File: config.mk
export PLATFORM = sky130hd
export DESIGN_NAME = dcache_wt
export DESIGN_NICKNAME = d
export VERILOG_FILES = /design/src/rtl/dcache_wt_pkg.sv /design/src/rtl/dcache_wt_load_align.sv /design/src/rtl/dcache_wt.sv
export SDC_FILE = /design/constraint.sdc
export NUM_CORES = 2
export LEC_CHECK = 0
export BUFFER_PORTS_ARGS = -buffer_cell sky130_fd_sc_hd__buf_2
export CAP_MARGIN = 20
export CORE_MARGIN = 2
export CORE_UTILIZATION = 40
export DETAILED_ROUTE_END_ITERATION = 10
export PLACE_DENSITY = 0.52
export SLEW_MARGIN = 20
export SYNTH_ARGS = -nofsm -noshare
export SYNTH_HDL_FRONTEND = slang
export SYNTH_SLANG_ARGS = --single-unit
File: constraint.sdc
create_clock -name clk -period 15.7 [get_ports clk]
set_input_delay 1.57 -clock clk [delete_from_list [all_inputs] [get_ports clk]]
set_output_delay 1.57 -clock clk [all_outputs]
set_load 0.01 [all_outputs]
File: src/rtl/dcache_wt_pkg.sv
// Shared constants, state encoding and helpers for the write-through data cache.
package dcache_wt_pkg;

    localparam int          DCACHE_INDEX_W = 6;
    localparam logic [31:0] DCACHE_IO_BASE = 32'h0003_0000;

    localparam logic [1:0] SIZE_B = 2'd0;
    localparam logic [1:0] SIZE_H = 2'd1;
    localparam logic [1:0] SIZE_W = 2'd2;

    localparam logic [2:0] LEN_1 = 3'd1;
    localparam logic [2:0] LEN_2 = 3'd2;
    localparam logic [2:0] LEN_4 = 3'd4;

    typedef enum logic [2:0] {
        ST_IDLE,
        ST_RD_REQ,
        ST_RD_WAIT,
        ST_WR_REQ,
        ST_WR_WAIT,
        ST_RESP
    } state_t;

    function automatic logic [2:0] size_to_len(input logic [1:0] size);
        case (size)
            SIZE_B:  return LEN_1;
            SIZE_H:  return LEN_2;
            default: return LEN_4;
        endcase
    endfunction

    // Naturally aligned accesses are the only ones the cache line can serve.
    function automatic logic is_aligned(input logic [1:0] size, input logic [1:0] off);
        case (size)
            SIZE_B:  return 1'b1;
            SIZE_H:  return ~off[0];
            default: return off == 2'b00;
        endcase
    endfunction

endpackage

File: src/rtl/dcache_wt_load_align.sv
// Selects a byte/half/word from a 32-bit word by byte offset and sign- or
// zero-extends it to 32 bits.
module dcache_wt_load_align
    import dcache_wt_pkg::*;
(
    input  logic [31:0] word,
    input  logic [1:0]  off,
    input  logic [1:0]  size,
    input  logic        sign_ext,
    output logic [31:0] data
);

    logic [7:0]  byte_sel;
    logic [15:0] half_sel;

    assign byte_sel = word[{off, 3'b000} +: 8];
    assign half_sel = off[1] ? word[31:16] : word[15:0];

    always_comb begin
        // NOTE: default assigned first so every path drives data and no latch is inferred.
        data = word;
        case (size)
            SIZE_B:  data = {{24{sign_ext & byte_sel[7]}}, byte_sel};
            SIZE_H:  data = {{16{sign_ext & half_sel[15]}}, half_sel};
            default: data = word;
        endcase
    end

endmodule

File: src/rtl/dcache_wt.sv
// Direct-mapped, write-through, no-write-allocate data cache between the MEM
// stage and mem_ctrl, with an uncached I/O window and a whole-cache flush.
module dcache_wt
    import dcache_wt_pkg::*;
#(
    parameter int          INDEX_W  = DCACHE_INDEX_W,
    parameter logic [31:0] IO_BASE  = DCACHE_IO_BASE,
    parameter bit          FLUSH_EN = 1'b1
) (
    input  logic        clk,
    input  logic        rst,
    input  logic        rdy,
    input  logic        req_valid,
    output logic        req_ready,
    input  logic        req_we,
    input  logic [1:0]  req_size,
    input  logic        req_signed,
    input  logic [31:0] req_addr,
    input  logic [31:0] req_wdata,
    output logic        resp_valid,
    output logic [31:0] resp_rdata,
    input  logic        flush,
    output logic        mem_req,
    output logic        mem_we,
    output logic [31:0] mem_addr,
    output logic [2:0]  mem_len,
    output logic [31:0] mem_wdata,
    input  logic        mem_busy,
    input  logic        mem_done,
    input  logic [31:0] mem_rdata
);

    localparam int LINES = 1 << INDEX_W;
    localparam int TAG_W = 30 - INDEX_W;

    state_t state, state_n;

    logic [LINES-1:0] valid_q;
    logic [TAG_W-1:0] tag_arr  [LINES];
    logic [31:0]      data_arr [LINES];

    logic       flush_pending;
    logic       cached_q;
    logic [1:0] off_q;
    logic [1:0] size_q;
    logic       sign_q;

    logic [INDEX_W-1:0] req_idx, fill_idx;
    logic [TAG_W-1:0]   req_tag, fill_tag;
    logic               flush_req, accept, req_cached, req_hit, fill_we;
    logic [31:0]        line_word, store_word, hit_load, mem_load;

    assign req_idx  = req_addr[INDEX_W+1:2];
    assign req_tag  = req_addr[31:INDEX_W+2];
    // A cached miss latches the word-aligned address, so it also names the fill line.
    assign fill_idx = mem_addr[INDEX_W+1:2];
    assign fill_tag = mem_addr[31:INDEX_W+2];

    assign flush_req  = FLUSH_EN && (flush || flush_pending);
    assign req_ready  = (state == ST_IDLE) && !flush_req;
    assign accept     = req_valid && req_ready && rdy;
    assign req_cached = (req_addr < IO_BASE) && is_aligned(req_size, req_addr[1:0]);
    assign line_word  = data_arr[req_idx];
    assign req_hit    = req_cached && valid_q[req_idx] && (tag_arr[req_idx] == req_tag);
    assign fill_we    = (state == ST_RD_WAIT) && mem_done && cached_q;

    assign resp_valid = (state == ST_RESP);

    // The request state raises mem_req combinationally so the *_WAIT state starts with it.
    always_comb begin
        mem_req = 1'b0;
        case (state)
            ST_RD_REQ, ST_WR_REQ:   mem_req = rdy && !mem_busy;
            ST_RD_WAIT, ST_WR_WAIT: mem_req = 1'b1;
            default:                mem_req = 1'b0;
        endcase
    end

    always_comb begin
        state_n = state;
        case (state)
            ST_IDLE: begin
                if (accept) begin
                    if (req_we)       state_n = ST_WR_REQ;
                    else if (req_hit) state_n = ST_RESP;
                    else              state_n = ST_RD_REQ;
                end
            end
            ST_RD_REQ:  if (!mem_busy) state_n = ST_RD_WAIT;
            ST_RD_WAIT: if (mem_done)  state_n = ST_RESP;
            ST_WR_REQ:  if (!mem_busy) state_n = ST_WR_WAIT;
            ST_WR_WAIT: if (mem_done)  state_n = ST_RESP;
            ST_RESP:    state_n = ST_IDLE;
            default:    state_n = ST_IDLE;
        endcase
    end

    always_comb begin
        store_word = line_word;
        case (req_size)
            SIZE_B:  store_word[{req_addr[1:0], 3'b000} +: 8] = req_wdata[7:0];
            SIZE_H:  store_word[{req_addr[1], 4'b0000} +: 16] = req_wdata[15:0];
            default: store_word = req_wdata;
        endcase
    end

    dcache_wt_load_align u_hit_align (
        .word     (line_word),
        .off      (req_addr[1:0]),
        .size     (req_size),
        .sign_ext (req_signed),
        .data     (hit_load)
    );

    // Uncached reads come back right-aligned; cached fills are full words.
    dcache_wt_load_align u_mem_align (
        .word     (mem_rdata),
        .off      (cached_q ? off_q : 2'b00),
        .size     (size_q),
        .sign_ext (sign_q),
        .data     (mem_load)
    );

    // NOTE: tag/data arrays are not reset; valid_q alone decides whether a line is usable.
    always_ff @(posedge clk) begin
        if (!rst && rdy) begin
            if (accept && req_we && req_hit) begin
                data_arr[req_idx] <= store_word;
            end else if (fill_we) begin
                data_arr[fill_idx] <= mem_rdata;
                tag_arr[fill_idx]  <= fill_tag;
            end
        end
    end

    always_ff @(posedge clk) begin
        // NOTE: non-blocking assignments so every register samples pre-edge values.
        if (rst) begin
            state         <= ST_IDLE;
            valid_q       <= '0;
            flush_pending <= 1'b0;
            resp_rdata    <= '0;
            mem_we        <= 1'b0;
            mem_addr      <= '0;
            mem_len       <= '0;
            mem_wdata     <= '0;
            cached_q      <= 1'b0;
            off_q         <= '0;
            size_q        <= '0;
            sign_q        <= 1'b0;
        end else if (rdy) begin
            state <= state_n;
            if (state == ST_IDLE) begin
                if (flush_req) begin
                    valid_q       <= '0;
                    flush_pending <= 1'b0;
                end else if (accept) begin
                    cached_q  <= req_cached;
                    off_q     <= req_addr[1:0];
                    size_q    <= req_size;
                    sign_q    <= req_signed;
                    mem_we    <= req_we;
                    mem_addr  <= (req_cached && !req_we) ? {req_addr[31:2], 2'b00} : req_addr;
                    mem_len   <= (req_cached && !req_we) ? LEN_4 : size_to_len(req_size);
                    mem_wdata <= req_we ? req_wdata : '0;
                    if (req_we)       resp_rdata <= '0;
                    else if (req_hit) resp_rdata <= hit_load;
                end
            end else if (FLUSH_EN && flush) begin
                flush_pending <= 1'b1;
            end
            if ((state == ST_RD_WAIT) && mem_done) begin
                resp_rdata <= mem_load;
                if (cached_q) valid_q[fill_idx] <= 1'b1;
            end
        end
    end

endmodule

Word-level counts from Yosys, hierarchy flattened
Memories as Yosys holds them, arrays and structs flattened.
Cells that the tools add are included.
- register bits after elaboration: 174
- output and inout port bits: 103
- bits in writable memories: 3584
- input port bits: 107
- memories kept: 2
- $lt $le $gt $ge: 4
- reduce and logical (&&, ||, !) cells: 34
- $add $sub $neg: 2
- equality and inequality tests: 14
- muxes and demuxes: 50
- bitwise operators: 7
- shifts and indexed selects: 6
- memories (name ; depth ; width ; read ports ; clocked after memory_dff ; wr ports ; RTL line ; RTL):
    data_arr ; 64 ; 32 ; 1 ; 0 ; 1 ; dcache_wt.sv:40 ; logic [31:0] data_arr [LINES];
    tag_arr ; 64 ; 24 ; 1 ; 0 ; 1 ; dcache_wt.sv:39 ; logic [TAG_W-1:0] tag_arr [LINES];
- operator list (kind ; count):
    2-to-1 mux 64 bit ; 6
    2-to-1 mux 32 bit ; 8
    one-hot mux 32 bit (2 select lines) ; 3
    bitwise mux 32 bit ; 2
    OR 64 bit ; 1
    variable part select 32 x 6 -> 8 bit ; 2
    < comparator 32 x 18 -> 1 bit (second input constant) ; 1
    2-to-1 mux 16 bit ; 2
    OR reduction 32 bit ; 1
    variable shift 16 x 7 -> 32 bit (first input constant) ; 1
    variable shift 8 x 7 -> 32 bit (first input constant) ; 1
    variable part select 16 x 7 -> 32 bit ; 1
    variable part select 8 x 7 -> 32 bit ; 1
    equality test 24 bit ; 1
    2-to-1 mux 3 bit ; 7
    logical AND 1 bit ; 14
    < comparator 6 x 7 -> 1 bit (second input constant) ; 2
    negator 5 -> 7 bit ; 2
    2-to-1 mux 1 bit ; 13
    one-hot mux 3 bit (4 select lines) ; 1
    AND reduction 5 bit ; 2
    inequality test 2 bit (second input constant) ; 4
    binary-select mux 1 bit (select 6 bit) ; 1
    demux 1 bit (select 6 bit) ; 1
    21 further kinds ; 39

Logic depth before layout (Yosys ltp)
- word-level depth: 12
- gate-level depth with buffers: 21
- gate-level depth less buffers: 11

Hierarchy
Synthesis repeated with hierarchy kept, for this count alone.
- cell total of the unflattened synthesis: 7064
- area, all modules: 147377.6 µm²
- modules (own cells, without submodules) (module ; area an instance (µm²) ; cells an instance ; times used):
    dcache_wt ; 145891.2 ; 6854 ; 1
    dcache_wt_load_align ; 743.2 ; 105 ; 2

Worst setup path after synthesis
Ideal clock, no wire load.
- kind: input port to flip-flop
- start point: input port req_addr[4]
- end point: memory data_arr[0][16], data pin
- arrival: 7.175 ns
- buffers on the path: 10
- data required time: 14.998 ns
- setup slack: 7.824 ns
- stages on the path: 16
- cell sequence: buf_4 buf_2 buf_2 buf_2 buf_2 buf_4 buf_2 buf_2 buf_2 buf_1 mux4_2 mux4_2 mux2i_1 o22ai_1 a21oi_1 o21ai_0
- longest elaborated chain between the ends: 10
- elaborated cells between the ends (all ways): 18
- classes of those cells: 1 x order compare; 1 x eq/ne; 9 x mux; 5 x reduce/logical; 2 x memory
- RTL lines (item ; RTL line ; RTL):
    start: declaration ; dcache_wt.sv:18 ; input logic [31:0] req_addr,
    parallel branches: the longest is 9 deep, another holds memory (64 x 24 bit) ; - ;
    2-to-1 mux 32 bit (no line) * ; - ;
    end: declaration ; dcache_wt.sv:40 ;
Every way passes the cells marked *. The select of a mux whose other input is x is not followed.

Final worst setup path
- start point: input port req_addr[4]
- end point: memory data_arr[27][10] (enable)
- longest elaborated chain between the ends: 10
- elaborated cells between the ends (all ways): 18
- classes of those cells: 1 x order compare; 1 x eq/ne; 10 x mux; 5 x reduce/logical; 1 x memory
- RTL lines (item):
    parallel branches: the longest is 10 deep, another holds memory (64 x 24 bit)
Several ways; the timed one is not identified. The select of a mux whose other input is x is not followed.

==> summary.md <==
| Metric | Value |
|---|---|
| Largest net degree at the start of global routing | roughly 130 |
| Switch share | 0.2252 |
| Mapped cell area | between 0.1 and 0.15 sq mm |
| Pwr Total | around 0.022 W |
| Nature of the critical path endpoint | flop |
| Tmin final | about 8.5 ns |
| CTS H-tree lvls | 5 |
| Power density cells | about 130 mW/mm^2 |
| Met1 usage | 0.3644 |
| Status | completed |
| DR iter-0 viols | 12330 |
| PostCTS Resize Cnt | 0 |
| Clock latency at the later pin of the worst-skew pair | 0.97 ns |
| Vias | between 70000 and 80000 |
| DRC viols | 0 |
| Primary FF master, synth | edfxtp_1 |
| Clk pin slew, worst setup/hold paths | approximately 0.05 ns |
| Post-Syn Area per Cell | just over 20 sq um |
| Pint | about 0.017 W |
| Initial Util | 0.4013 |
| Synthesized net count | between 7000 and 8000 |
| Antenna violations before repair | 46 |
| Crit share post-route | 0.5411 |
| Critical-path maximum fanout | 78 |
| Sink Count | 3758 |
| #FFs+latches synth | around 3800 |
| Register area share after synthesis | 0.7517 |
| Area delta synth->final | 14.65% |
| Cell Rows | 223 |
| Grt met2 use | 0.3762 |
| Startpoint types | input pin |
| Die area | roughly 0.37 sq mm |
| Seq pwr share | 0.510 |
| Path category of the worst min-delay check | reg2reg |
| Crit path arrival time | around 9.1 ns |
| IO Port Bufs | 209 |
| Max-slew headroom | 0.1970 |
| Gr ovfl total | 0 |
| Actual slew at the worst max-slew pin | ~1.2 ns |
| Maximum clock insertion buffer count | 4 |
| GR Util met3 | 0.05118 |
| Max_cap viols | 0 |
| First-pass GRT wire length | 645000 microns |
| Worst r2r path cells | 13 |
| Skew final | approximately 0.067 ns |
| TritonRoute pass-1 iters | 9 |
| Post-route ant nets | 0 |
| Design Area, Final | 0.1695 sq mm |
| Critical path class | in2reg |
| Synth top area cells | edfxtp_1 (73%), mux4_2 (13%), dfxtp_1 (2.4%), mux2i_1 (2.3%), nand2_1 (0.98%) |
| Cells after Synth | a little over 7000 |
| Overall routing resource usage | 0.2495 |
| Slew Limit Fails | 0 |
| Peak supply drop | between 0.09 and 0.1 mV |
| GP Congestion | between 0.9 and 1 |
| Fraction of layout cells with a size suffix above 1 | 0.2788 |
| Netlist cell types | 90 |
| Worst Path Required | between 15 and 20 ns |
| Number of global-route vias before repair | ~76000 |
| Synth top area share | 0.7281 |
| Ports | 210 |
| Ys async rst share | 0 |
| Setup TNS | 0 ns |
| EDFF count, synth | between 3000 and 4000 |
| CORE AREA | 0.3683 sq mm |
| Grt peak-use layer | met2 |
| Post-CTS setup repair buffer count | 0 |
| FF/Latch Area | between 0.1 and 0.15 sq mm |
| Footprint of the multi-input gates | about 0.036 sq mm |
| DP HPWL | between 200000 and 300000 microns |
| Root Buffer | clkbuf_16 |
| Hold Buf Count CTS | 0 |
| Peak Freq | ~120 MHz |
| Placed instance area | 0.1565 sq mm |
| Final setup fails | 0 |
| Hold Path Stages | 1 |
| CTS tree | built |
| Num CTS Buffers | between 300 and 400 |
| Hold Fails Final Rpt | 0 |
| Sw power | 0.004892 W |
| Drt wl/cell | between 30 and 40 microns |
| RSZ-0062 raised after global routing | no |
| Fin nets | a little under 8000 |
| Routed WL | between 400000 and 500000 microns |
| Vias per cell | about 6.1 |
| Reg-to-reg slack, setup | 9.72 ns |
| Cell taking the most area after synthesis | edfxtp_1 |
| FILL cells | ~31000 |
| Die Y | 611.9 microns |
| Gate power share | 0.062 |
| Lkg Pwr | roughly 53 nW |
| Clock share of power | 0.428 |
| Yosys warnings | 0 |
| Die extent in x | ~610 microns |
==> critical path: stages <==
cell      delay [ns]
buf_8           0.62
buf_4           0.72
buf_4           0.69
buf_4           0.65
mux4_2          0.31
and2_1          0.13
a211oi_1        0.05
a211oi_1        0.93
xnor2_1         0.25
a41o_1          0.21
o211ai_1        0.07
or4_1           0.67
nor4_1          0.51
nor2_4          0.28
nor2_4          0.69
buf_4           0.46
==> worst paths after layout <==
kind	endpoint	startpoint
hold / removal	valid_q[26]	valid_q[26]
hold reg to reg	valid_q[26]	valid_q[26]
setup reg to reg	data_arr[27][10]	tag_arr[11][19]
setup / recovery	data_arr[27][10]	req_addr[4]
==> cells by family (layout without fill, tap and decap cells) <==
kind of cell,Yosys count,count (layout),synth area share
flops,3758,3758,0.7517
mux,1304,1304,0.1661
simple gates,1009,1009,0.03110
compound gates,733,733,0.03300
buf+inv,443,1260,0.01622
xor+xnor,25,25,0.001481
fa+ha+maj,5,5,0.0004232
other cells,0,8,0
==> cell type report <==
class / instances / area share
Clock buffer: 485 / 0.06254
Clock inverter: 233 / 0.01282
Tap cell: 4837 / 0.03571
Multi-Input combinational cell: 3076 / 0.2111
Inverter: 22 / 0.0005464
Timing Repair Buffer: 520 / 0.02132
Sequential cell: 3758 / 0.6558
Antenna cell: 8 / 0.0001181
==> synthesized netlist by cell type (28+ instances only) <==
master,instances
nor2_1,276
nand3_1,122
buf_2,113
edfxtp_1,3584
buf_1,43
mux2i_1,344
nand4_1,28
clkbuf_1,169
o22ai_1,33
mux2_2,37
a21oi_1,234
buf_4,50
o21ai_0,67
dfxtp_1,174
a21o_1,65
nand2_1,387
a221oi_1,49
mux4_2,876
a22oi_1,152
nor2b_1,44
buf_6,31
==> per-stage QoR <==
step                instances  setup slack, ns  hold slack, ns  utilization
floorplan                7277            7.824          0.4186            -
global placement        12200            5.079          0.4270       0.4248
detailed placement      12210            6.265          0.4311       0.4249
CTS                     12920            7.253          0.4436       0.4596
global route            12930            6.938          0.4606       0.4601
finish                  12940            7.205          0.4398       0.4601
==> flip-flops by register name (all words and copies together), names as in the netlist <==
name,cells
size_q,2
off_q,2
mem_addr,32
mem_we,1
flush_pending,1
mem_len,3
data_arr,2048
sign_q,1
cached_q,1
valid_q,64
mem_wdata,32
tag_arr,1536
state,3
resp_rdata,32
==> routing by layer <==
| layer | vias to the layer above | routed length (microns) |
|---|---|---|
| met5 | - | 111 |
| met3 | 773 | 43830 |
| met4 | 16 | 16840 |
| met1 | 42920 | 199000 |
| li1 | 31190 | - |
| met2 | 4145 | 214400 |
==> cell usage in the layout (no fill, tap or decap), drive strengths merged, types with 35 or more instances in the layout <==
| cell type | instances |
|---|---|
| dfxtp | 174 |
| mux2 | 61 |
| nand2 | 387 |
| a22oi | 152 |
| buf | 519 |
| clkinv | 170 |
| edfxtp | 3584 |
| mux4 | 899 |
| nor2 | 276 |
| a21o | 65 |
| mux2i | 344 |
| a221oi | 49 |
| o21ai | 73 |
| nor2b | 44 |
| bufinv | 35 |
| nand3 | 122 |
| a21oi | 234 |
| clkbuf | 486 |
==> power groups by stage <==
| stage | Combinational (W) | Sequential (W) | Clock, W |
|---|---|---|---|
| 3_5_place_dp | 0.00134 | 0.0113 | 0 |
| 2_1_floorplan | 0.000697 | 0.0113 | 0 |
| 5_1_grt | 0.00141 | 0.0111 | 0.00982 |
| 4_1_cts | 0.00135 | 0.0111 | 0.00944 |
| 3_3_place_gp | 0.00133 | 0.0113 | 0 |
| 6_report | 0.00135 | 0.0111 | 0.00929 |
Note: power is estimated with default switching activity, not from simulation.
